===== config.mk =====
export PLATFORM = sky130hd
export DESIGN_NAME = simplez_tx_port
export DESIGN_NICKNAME = d
export VERILOG_FILES = /design/src/rtl/simplez_tx_port.sv
export SDC_FILE = /design/constraint.sdc
export NUM_CORES = 1
export LEC_CHECK = 0
export CAP_MARGIN = 30
export CORE_UTILIZATION = 39
export CTS_CLUSTER_DIAMETER = 40
export CTS_CLUSTER_SIZE = 30
export DETAILED_ROUTE_END_ITERATION = 8
export PLACE_DENSITY_LB_ADDON = 0.05
export RECOVER_POWER = 50
export SLEW_MARGIN = 10
export SYNTH_ARGS = -nofsm -noshare
export SYNTH_HDL_FRONTEND = slang
export SYNTH_SLANG_ARGS = --single-unit
export TNS_END_PERCENT = 30

===== constraint.sdc =====
create_clock -name clk -period 2.55 [get_ports clk]
set_input_delay 0.255 -clock clk [delete_from_list [all_inputs] [get_ports clk]]
set_output_delay 0.255 -clock clk [all_outputs]
set_load 0.03 [all_outputs]

===== src/rtl/simplez_tx_port.sv =====
// Simplez memory-mapped UART transmitter: 8N1 framing, status word with
// ~busy / sticky overrun bits, and readback of the last byte accepted.
module simplez_tx_port #(
  parameter int         BAUD_DIV    = 104,
  parameter logic [8:0] STATUS_ADDR = 9'd508,
  parameter logic [8:0] DATA_ADDR   = 9'd509
) (
  input  logic        clk,
  input  logic        rstn,
  input  logic [8:0]  addr,
  input  logic        wr,
  input  logic        rd,
  input  logic [11:0] data_in,
  output logic [11:0] data_out,
  output logic        cs,
  output logic        tx,
  output logic        busy
);

  typedef enum logic [1:0] {IDLE, START, DATA, STOP} state_t;

  state_t      state, state_nx;
  logic [11:0] baud_cnt;
  logic [2:0]  bit_cnt;
  logic [7:0]  shreg;
  logic [7:0]  last_byte;
  logic        overrun;
  logic        tx_nx, busy_nx;
  logic        wrap, wr_data, accept, set_ovr;

  assign cs      = (addr == STATUS_ADDR) || (addr == DATA_ADDR);
  assign wrap    = (baud_cnt == 12'(BAUD_DIV - 1));
  assign wr_data = wr && (addr == DATA_ADDR);
  // The stop-bit wrap edge counts as idle so back-to-back frames have no gap.
  assign accept  = wr_data && ((state == IDLE) || ((state == STOP) && wrap));
  assign set_ovr = wr_data && !accept;

  // State register
  always_ff @(posedge clk) begin
    if (!rstn) state <= IDLE;
    else       state <= state_nx;
  end

  // Next-state logic: every bit transition happens on the baud wrap
  always_comb begin
    state_nx = state;
    case (state)
      IDLE:  if (accept) state_nx = START;
      START: if (wrap) state_nx = DATA;
      DATA:  if (wrap && (bit_cnt == 3'd7)) state_nx = STOP;
      STOP:  if (accept) state_nx = START;
             else if (wrap) state_nx = IDLE;
      default: state_nx = IDLE;
    endcase
  end

  // Output logic: next value of the registered line and busy flag
  always_comb begin
    busy_nx = (state_nx != IDLE);
    tx_nx   = tx;
    if (accept) tx_nx = 1'b0;
    else begin
      case (state)
        START:   if (wrap) tx_nx = shreg[0];
        DATA:    if (wrap) tx_nx = (bit_cnt == 3'd7) ? 1'b1 : shreg[0];
        STOP:    if (wrap) tx_nx = 1'b1;
        default: tx_nx = 1'b1;
      endcase
    end
  end

  // Transmit datapath: baud counter, bit counter, shift register, line
  always_ff @(posedge clk) begin
    if (!rstn) begin
      tx        <= 1'b1;
      busy      <= 1'b0;
      baud_cnt  <= '0;
      bit_cnt   <= '0;
      shreg     <= '0;
      last_byte <= '0;
    end else begin
      tx   <= tx_nx;
      busy <= busy_nx;
      if (accept) begin
        baud_cnt  <= '0;
        bit_cnt   <= '0;
        shreg     <= data_in[7:0];
        last_byte <= data_in[7:0];
      end else if (state == IDLE) begin
        baud_cnt <= '0;
      end else if (wrap) begin
        baud_cnt <= '0;
        // Shift as each data bit is put on the line so shreg[0] is always next.
        if (state == START) begin
          shreg   <= shreg >> 1;
          bit_cnt <= '0;
        end else if (state == DATA && bit_cnt != 3'd7) begin
          shreg   <= shreg >> 1;
          bit_cnt <= bit_cnt + 3'd1;
        end
      end else begin
        baud_cnt <= baud_cnt + 12'd1;
      end
    end
  end

  // Bus read capture and sticky overrun (set wins over read-clear)
  always_ff @(posedge clk) begin
    if (!rstn) begin
      data_out <= '0;
      overrun  <= 1'b0;
    end else begin
      if (rd) begin
        if (addr == STATUS_ADDR)    data_out <= {10'b0, overrun, ~busy};
        else if (addr == DATA_ADDR) data_out <= {4'b0, last_byte};
        else                        data_out <= 12'h000;
      end
      if (set_ovr)                           overrun <= 1'b1;
      else if (rd && (addr == STATUS_ADDR))  overrun <= 1'b0;
    end
  end

endmodule

# Word level (Yosys, flattened, before mapping)

Cells that the tools add are included.

Register bits after elaboration: 48
Bits of input ports: 25
Output and inout port bits: 15
Logic and storage cells: 70

$add $sub $neg: 2
Eq/ne operators: 12
Multiplexer cells: 23
Bitwise operators: 3
Reduce and logical (&&, ||, !) cells: 21

Operator list:

| operator                | number |
|---|---|
| $mux W8                 | 7 |
| $eq A9 B9 Y1 const B    | 2 |
| $add A12 B1 Y12 const B | 1 |
| $eq A12 B7 Y1 const B   | 1 |
| $ne A3 B3 Y1 const B    | 4 |
| $mux W2                 | 5 |
| $reduce_and A3 Y1       | 3 |
| $pmux W2 S4             | 1 |
| $reduce_bool A2 Y1      | 4 |
| $logic_and A1 B1 Y1     | 7 |
| $mux W1                 | 7 |
| $mux W3                 | 2 |
| $eq A2 B2 Y1 const B    | 2 |
| $reduce_or A4 Y1        | 1 |
| $add A3 B1 Y3 const B   | 1 |
| $eq A3 B3 Y1 const B    | 1 |
| $not A1 Y1              | 3 |
| $pmux W1 S3             | 1 |
| $reduce_bool A3 Y1      | 1 |
| $eq A2 B1 Y1 const B    | 1 |
| $logic_not A2 Y1        | 1 |
| $logic_or A1 B1 Y1      | 2 |
| $ne A2 B2 Y1 const B    | 1 |
| $reduce_or A2 Y1        | 1 |
| $logic_not A1 Y1        | 1 |

# Logic depth before layout (Yosys ltp)

Gate-level depths: netlist of run 1.

Depth in word-level cells: 7
Gate-level depth with buffers: 7
Depth with buffers taken out: 7

# Least setup slack after synthesis of run 1

Ideal clock, no wire load.

Kind: input to register
From: input addr[1]
To: register shreg[5]
Setup time: 0.121 ns
Arrival time: 1.808 ns
Data required time: 2.429 ns
Path slack: 0.620 ns
Stages on the path: 6
Buffers on the path: 1
Path through: nand4b_1 -> nor2_1 -> o2111ai_4 -> buf_2 -> o21ai_0 -> a21oi_1

Word-level cells in the longest chain between the ends: 5
Elaborated cells between the ends (all ways): 8
Classes of those cells: 2 x eq/ne; 1 x mux; 5 x reduce/logical

Ends and longest elaborated chain:

| element                                               | line | RTL |
|---|---|---|
| from (decl)                                           | 10   | `input logic [8:0] addr,` |
| $eq A9 B9 Y1 (*)                                      | 33   | `assign wr_data = wr && (addr == DATA_ADDR);` |
| $logic_and A1 B1 Y1 (*)                               | 33   |  |
| $logic_and A1 B1 Y1 (*)                               | 35   | `assign accept = wr_data && ((state == IDLE) \|\| ((state == STOP) && wrap));` |
| $ne A2 B2 Y1 (no source line) (tied with other cells) | n/a  |  |
| $reduce_and A3 Y1 (no source line)                    | n/a  |  |
| to (signal assigned)                                  | 87   | `shreg <= data_in[7:0];` |
| to (signal assigned)                                  | 95   | `shreg <= shreg >> 1;` |
| to (signal assigned)                                  | 98   | `shreg <= shreg >> 1;` |
| to (decl)                                             | 25   | `logic [7:0] shreg;` |

Mark *: on every way between the ends. The rest lies on a longest branch, timed or not.
A chain may end at the register's enable or synchronous reset.

# Final worst setup path of run 1

From: register baud_cnt[0]
To: register busy

Word-level cells in the longest chain between the ends: 7
Elaborated cells between the ends (all ways): 12
Classes of those cells: 1 x eq/ne; 6 x mux; 5 x reduce/logical

Ends and longest elaborated chain:

| element                    | line   | RTL |
|---|---|---|
| from (decl)                | 23     | `logic [11:0] baud_cnt;` |
| from (signal assigned)     | 102    | `baud_cnt <= baud_cnt + 12'd1;` |
| $eq A12 B7 Y1 (*)          | 32     | `assign wrap = (baud_cnt == 12'(BAUD_DIV - 1));` |
| $logic_and A1 B1 Y1        | 35     |  |
| $logic_or A1 B1 Y1         | 35     |  |
| $logic_and A1 B1 Y1        | 35     |  |
| $mux W2 (on tied branches) | 51, 48 |  |
| $pmux W2 S4 (*)            | 47     | `case (state)` |
| $reduce_bool A2 Y1 (*)     | 59     | `busy_nx = (state_nx != IDLE);` |
| to (signal assigned)       | 83     | `busy <= busy_nx;` |
| to (decl)                  | 17     | `output logic busy` |

Marked as above.

==> impl_results.md, run 1 <==
- Post-synth EDFFs: 0
- Vias per inst: 4.88
- Combinational share of power: 0.074
- Mean area per synthesized cell: 9.24 um^2
- Dpl cell area: 2490 um^2
- DRC: 0
- PortBufs: 31
- CTS HTree Levels: 2
- Hold EP: last_byte[7]$_SDFFE_PN0P_
- Fin. max-slew vios: 0
- R2R Path Start: baud_cnt[0]$_SDFF_PP0_
- Yosys cell types: 43
- RSZ-0062 raised after global routing: false
- WS Path Type: reg -> reg
- Die width: 75.8 um
- Hold Path Origin: last_byte[7]$_SDFFE_PN0P_
- Clock share of power: 0.396
- Worst-margin pin slew: 0.736 ns
- Met3 wire length: 161 um
- Worst relative slew slack: 0.509
- Clk_lat worst skew: 0.28 ns
- First-pass GRT wire length: 6990 um
- Clock sinks: 44
- Seq pwr share: 0.530
- Hold depth: 2
- Layout cells sized above 1: 0.0722
- Leakage power: 0.949 nW
- Switch Pwr: 0.279 mW
- Nets: 295
- Area of the multi-input gates: 1160 um^2
- CP Capture Type: register
- Fillcell total: 511
- Switch share: 0.213
- Final Instance Count excl. Fillers: 333
- Warnings from Yosys: 0
- Arr. time, crit path: 2.32 ns
- Post-Syn Instances: 230
- Routed Antenna Nets: 0
- Worst-case vdd ir drop: 0.292 mV
- Worst R2R Path Depth: 6
- Antenna cells: 0
- Core area: 5170 um^2
- Pre-antenna DRT Iters: 4
- Tightest Hold Check Type: reg -> reg
- CTS resizes: 0
- PwrDens: 506 nW/um^2
- Largest net degree at the start of global routing: 31
- Final hold vios: 0
- Initial Util: 0.411
- CTS buffer count: 5
- Avg WL per Cell: 13.1 um
- Sequential area share after synthesis: 0.414
- CTS Hold Bufs: 0
- Predominant post-synthesis flop cell: dfxtp_1
- Row count: 26
- Total power: 1.31 mW
- Seq. cell area: 881 um^2
- Worst endpoint required time: 2.72 ns
- Area Growth Syn to Fin: 21.5%
- Metal2 WL: 1840 um
- Overflow after GRT: 0
- Metal-1 WL: 2330 um
- Inst Count DP: 325
- Status: complete, no violations
- Setup TNS: 0 ns
- Final setup skew: 0.00458 ns
- Post CTS Setup Buffer Count: 0
- DR iter-0 viols: 86
- Final min period: 2.15 ns
- GR Util All Layers: 0.163
- Startpoint Class: register
- Die height: 75.8 um
- Cell Area, Synth: 2130 um^2
- Crit Path Max Fanout: 18
- Reg2Reg Setup Slack: 0.40 ns
- Initial antenna violation count: 0
- CTS tree: yes
- Post-DP HPWL: 3130 um
- Reg-to-Reg End: busy$_SDFF_PN0_
- Internal: 1.03 mW
- Clk root buf: clkbuf_8
- Max Freq: 0.466 GHz
- Final instance area: 2580 um^2
- Vias in the first global route: 1487
- MaxCap Viol Count: 0
- Worst-path clk slew: 0.08 ns
- Die area: 5750 um^2
- Vias: 1625
- Synthesized flop and latch total: 44
- # IOs: 40
- Detailed Route WL: 4360 um
- Top Metal Used: met4
- Tcrit/Tclk final: 0.842
- Final setup viols: 0
- Clk buf depth: 2
- Routability cong.: 0.786
- Post-synth ARST share: 0
## cell families (layout without fill, tap and decap cells)
logic type | Yosys count | count (layout) | synth area share
compound gates | 46 | 46 | 0.146
xor+xnor | 10 | 10 | 0.0412
fa+ha+maj | 8 | 8 | 0.0471
buf+inv | 16 | 46 | 0.0400
flops | 44 | 44 | 0.414
mux | 17 | 17 | 0.0806
other cells | 1 | 4 | 0.00176
simple gates | 88 | 88 | 0.229
## state kept, by name, indices dropped and copies added (netlist names)
name and cells:
baud_cnt 12, bit_cnt 3, busy 1, data_out 8, last_byte 8, overrun 1
shreg 8, state 2, tx 1
## stage by stage
stage                     hold WS [ns]   util  setup WS, ns
after global placement           0.448  0.482         0.498
final                            0.465  0.500         0.404
after CTS                        0.467  0.502         0.479
after detailed placement         0.453  0.482         0.491
after global routing             0.483  0.500         0.211
after floorplan                  0.412      -         0.620
## cell usage in the layout, fill, tap and decap left out, drive strengths merged, types with 10 or more instances in the layout
master and n:
dfxtp 44, mux2i 16, nor2b 20, o21ai 13, clkdlybuf4s50 20, a21oi 18
nand2 15, dlygate4sd3 11, nor2 22, nand3 10
## cell usage after synthesis, drive strengths merged, types with 5 or more instances
library cell | instances | area, um^2
xnor2 | 6 | 52.6
mux2i | 16 | 160
a21oi | 18 | 90.1
buf | 7 | 51.3
nor2b | 20 | 125
ha | 8 | 100
nor2 | 22 | 82.6
nand2 | 15 | 56.3
a21boi | 5 | 37.5
o21ai | 13 | 65.1
dfxtp | 44 | 881
nand3 | 10 | 50.1
clkbuf | 6 | 22.5
## power groups by stage
stage | Sequential, mW | Clock (mW) | Combinational (mW)
floorplan | 0.712 | 0 | 0.0507
global placement | 0.709 | 0 | 0.0994
detailed placement | 0.709 | 0 | 0.0994
CTS | 0.693 | 0.543 | 0.0996
global route | 0.693 | 0.567 | 0.106
finish | 0.692 | 0.518 | 0.0971
## how the worst max path moves through the flow
stage                           start               endpoint  slack [ns]  cells past startpoint
3_3_place_gp                  addr[3]        busy$_SDFF_PN0_        0.50                      7
5_1_grt        baud_cnt[0]$_SDFF_PP0_        busy$_SDFF_PN0_        0.21                      6
6_report       baud_cnt[0]$_SDFF_PP0_        busy$_SDFF_PN0_        0.40                      6
2_1_floorplan                 addr[1]  shreg[5]$_SDFFE_PN0P_        0.62                      6
3_5_place_dp      state[0]$_SDFF_PN0_  shreg[5]$_SDFFE_PN0P_        0.49                      7
4_1_cts           state[0]$_SDFF_PN0_  shreg[5]$_SDFFE_PN0P_        0.48                      7
## routing by layer
layer | GRT usage | vias to the layer above
li1 | - | 862
met1 | 0.240 | 736
met2 | 0.234 | 25
met3 | 0.0437 | 2
met4 | 0.0432 | 0
met5 | 0 | -
## critical path: stages, from the launching register on
cell,delay [ns]
dfxtp_1,0.37
ha_1,0.24
and4_1,0.31
and4_4,0.27
o2111ai_2,0.38
a21oi_1,0.36
o211ai_2,0.09
## final cells by class
type                    count  share of cell area
repair buffers             35               0.130
clock inverters             2              0.0136
inverters                   3             0.00436
multi-input cells         173               0.449
clock buffers               6              0.0281
flip-flops and latches     44               0.341
well taps                  70              0.0339
No activity file was read; power rests on OpenSTA's default activity.
==> inputs of run 2 (changes only) <==
==> constraint.sdc (replaced) <==
create_clock -name clk -period 1.9 [get_ports clk]
set_input_delay 0.19 -clock clk [delete_from_list [all_inputs] [get_ports clk]]
set_output_delay 0.19 -clock clk [all_outputs]
set_load 0.03 [all_outputs]
==> run 2 against run 1 <==
Net effect: highest routed layer unchanged; power rose by 37%; non-clock buffer count increased by 14; sequential power grew 34%; clock-buffer cell count decreased by 1; wire length is 0.46% higher; flip-flop and latch count did not move; largest power group unchanged.
==> impl_results.md, run 2 (same netlist as run 1, synthesis figures left out) <==
- Status: complete, no violations
- Reg-to-Reg End: busy$_SDFF_PN0_
- Vias: 1682 (+3.5%)
- PortBufs: 31 (unchanged)
- Worst endpoint required time: 1.71 ns (-1.01 ns)
- Initial antenna violation count: 0 (unchanged)
- GR Util All Layers: 0.168 (+0.00472)
- Reg2Reg Setup Slack: 0.11 ns (-0.29 ns)
- MaxCap Viol Count: 0 (unchanged)
- First-pass GRT wire length: 7190 um (+2.9%)
- Antenna cells: 0 (unchanged)
- Post CTS Setup Buffer Count: 0 (unchanged)
- Row count: 26 (unchanged)
- WP buf/inv: 3 (+3)
- Number of flip-flops in the largest register: 12 (unchanged)
- Critical path startpoint: addr[3]
- Fin. max-slew vios: 0 (unchanged)
- R2R Path Start: state[1]$_SDFF_PN0_
- Clock share of power: 0.405 (+0.009)
- Clk_lat worst skew: 0.29 ns (about the same)
- Worst-margin pin slew: 0.519 ns (-0.217 ns)
- WP depth: 5 (-1)
- Dpl cell area: 2620 um^2 (+5.1%)
- Worst relative slew slack: 0.651 (+0.142)
- Die height: 75.8 um (unchanged)
- # IOs: 40 (unchanged)
- Tcrit/Tclk final: 0.942
- Tightest Hold Check Type: reg -> reg
- Hold WS: 0.471 ns (+0.00623 ns)
- Avg WL per Cell: 12.6 um (-3.6%)
- Worst Setup EP: cs
- Die width: 75.8 um (unchanged)
- Largest net degree at the start of global routing: 17 (-45%)
- Final instance area: 2750 um^2 (+6.3%)
- Final hold vios: 0 (unchanged)
- Switch share: 0.225 (+0.0116)
- Die area: 5750 um^2 (unchanged)
- Worst-path clk slew: 0.09 ns (about the same)
- DR iter-0 viols: 86 (unchanged)
- Worst path slowest cell: dlygate4sd3_1
- Combinational share of power: 0.079 (+0.005)
- Routability cong.: 0.769 (-2.1%)
- Vias in the first global route: 1515 (+1.9%)
- Startpoint Class: input port
- Detailed Route WL: 4380 um (+0.46%)
- Crit path max-delay family: buffers and inverters
- Clk buf depth: 2 (unchanged)
- Routed Antenna Nets: 0 (unchanged)
- Max Freq: 0.558 GHz
- DP Worst Slack: -0.00777 ns (-0.498 ns)
- Pre-antenna DRT Iters: 4 (unchanged)
- Leading cell types in the layout, fill and taps excluded: dfxtp_1 (41), nor2_1 (22), nor2b_1 (20), clkdlybuf4s50_1 (19), a21oi_1 (18)
- Critical path, cell by cell: dlygate4sd3_1, nand4_1, nor2_1, clkbuf_1, clkbuf_4
- Initial Util: 0.411 (unchanged)
- Crit Path Max Fanout: 5 (-13)
- CTS HTree Levels: 2 (unchanged)
- Area Growth Syn to Fin: 29.2%
- Worst R2R Path Depth: 7 (+1)
- Commonest non-fill, non-tap cell in the layout: dfxtp_1
- CTS buffer count: 5 (unchanged)
- Layout cells sized above 1: 0.148 (+0.0758)
- PwrDens: 654 nW/um^2 (+29%)
- WS Path Type: in -> out
- DRC: 0 (unchanged)
- Worst-case vdd ir drop: 0.338 mV (+16%)
- Nets: 309 (+4.7%)
- CP Capture Type: output port
- Leakage power: 1.03 nW (+8.3%)
- Arr. time, crit path: 1.60 ns (-0.72 ns)
- CTS tree: yes
- Core area: 5170 um^2 (unchanged)
- Seq pwr share: 0.516 (-0.014)
- Final setup viols: 0 (unchanged)
- Clk root buf: clkbuf_8
- Setup WS post-layout: 0.109 ns (-0.295 ns)
- Crit-path max cell delay: 0.52 ns (+0.14 ns)
- Overflow after GRT: 0 (unchanged)
- Final setup skew: 0.00720 ns (+0.00262 ns)
- Internal: 1.39 mW (+35%)
- Final min period: 1.79 ns
- RSZ-0062 raised after global routing: false
- Total power: 1.80 mW (+37%)
- Vias per inst: 4.85 (-0.67%)
- Post-DP HPWL: 3300 um (+5.2%)
- Switch Pwr: 0.404 mW (+45%)
- Clock sinks: 44 (unchanged)
- Reg with most FFs: baud_cnt
- Setup TNS: 0 ns (unchanged)
-- run 2: changes by cell type in the layout (fill, tap and decap cells not counted), moves of 2 or more --
cell,before,now
dfxtp_1,44,41
buf_4,3,15
ha_1,8,6
dfxtp_4,0,2
buf_12,0,2
ha_2,0,2
-- run 2: area by class of cell --
class / count / area [um^2]
fill: 467 / 2430
multi-input combinational: 173 / 1180
sequential: 44 / 890
timing repair buffer: 49 / 464
tap: 70 / 87.6
clock buffer: 5 / 68.8
clock inverter: 3 / 46.3
inverter: 3 / 11.3
-- run 2: per-stage QoR --
step,util,cells
final,0.531,347
after global routing,0.531,347
after CTS,0.529,347
after detailed placement,0.506,339
after global placement,0.506,339
after floorplan,-,233
-- run 2: routing by layer --
metal / up-vias / share of wire / track usage
met2: 27 / 0.43 / 0.239
met4: 0 / 0.0050 / 0.0494
met5: - / 0 / 0
li1: 892 / - / -
met1: 761 / 0.53 / 0.246
met3: 2 / 0.033 / 0.0450
-- run 2: worst min-delay path by stage --
stage	cells after the start	end	startpoint	slack [ns]
after floorplan	2	last_byte[7]$_SDFFE_PN0P_	data_in[7]	0.35
after global placement	2	shreg[7]$_SDFFE_PN0P_	shreg[7]$_SDFFE_PN0P_	0.46
after detailed placement	2	shreg[7]$_SDFFE_PN0P_	shreg[7]$_SDFFE_PN0P_	0.46
after CTS	3	shreg[7]$_SDFFE_PN0P_	data_in[7]	0.47
after global routing	3	last_byte[7]$_SDFFE_PN0P_	data_in[7]	0.49
final	2	shreg[7]$_SDFFE_PN0P_	shreg[7]$_SDFFE_PN0P_	0.47
-- run 2: tightest hold or removal path: stages (launching register included) --
cell,delay (ns)
dfxtp_1,0.32
nand3_1,0.06
a21boi_1,0.05
-- run 2: timing repair --
action	4_1_cts	5_1_grt
setup endpoints to repair	0	8
hold buffers	0	0
gates resized for setup	0	9
-- run 2: power groups by stage --
stage	clock network [mW]	logic (mW)	registers [mW]
after floorplan	0	0.0680	0.956
after global placement	0	0.143	0.951
after detailed placement	0	0.143	0.951
after CTS	0.759	0.144	0.929
after global routing	0.800	0.155	0.929
final	0.727	0.141	0.927
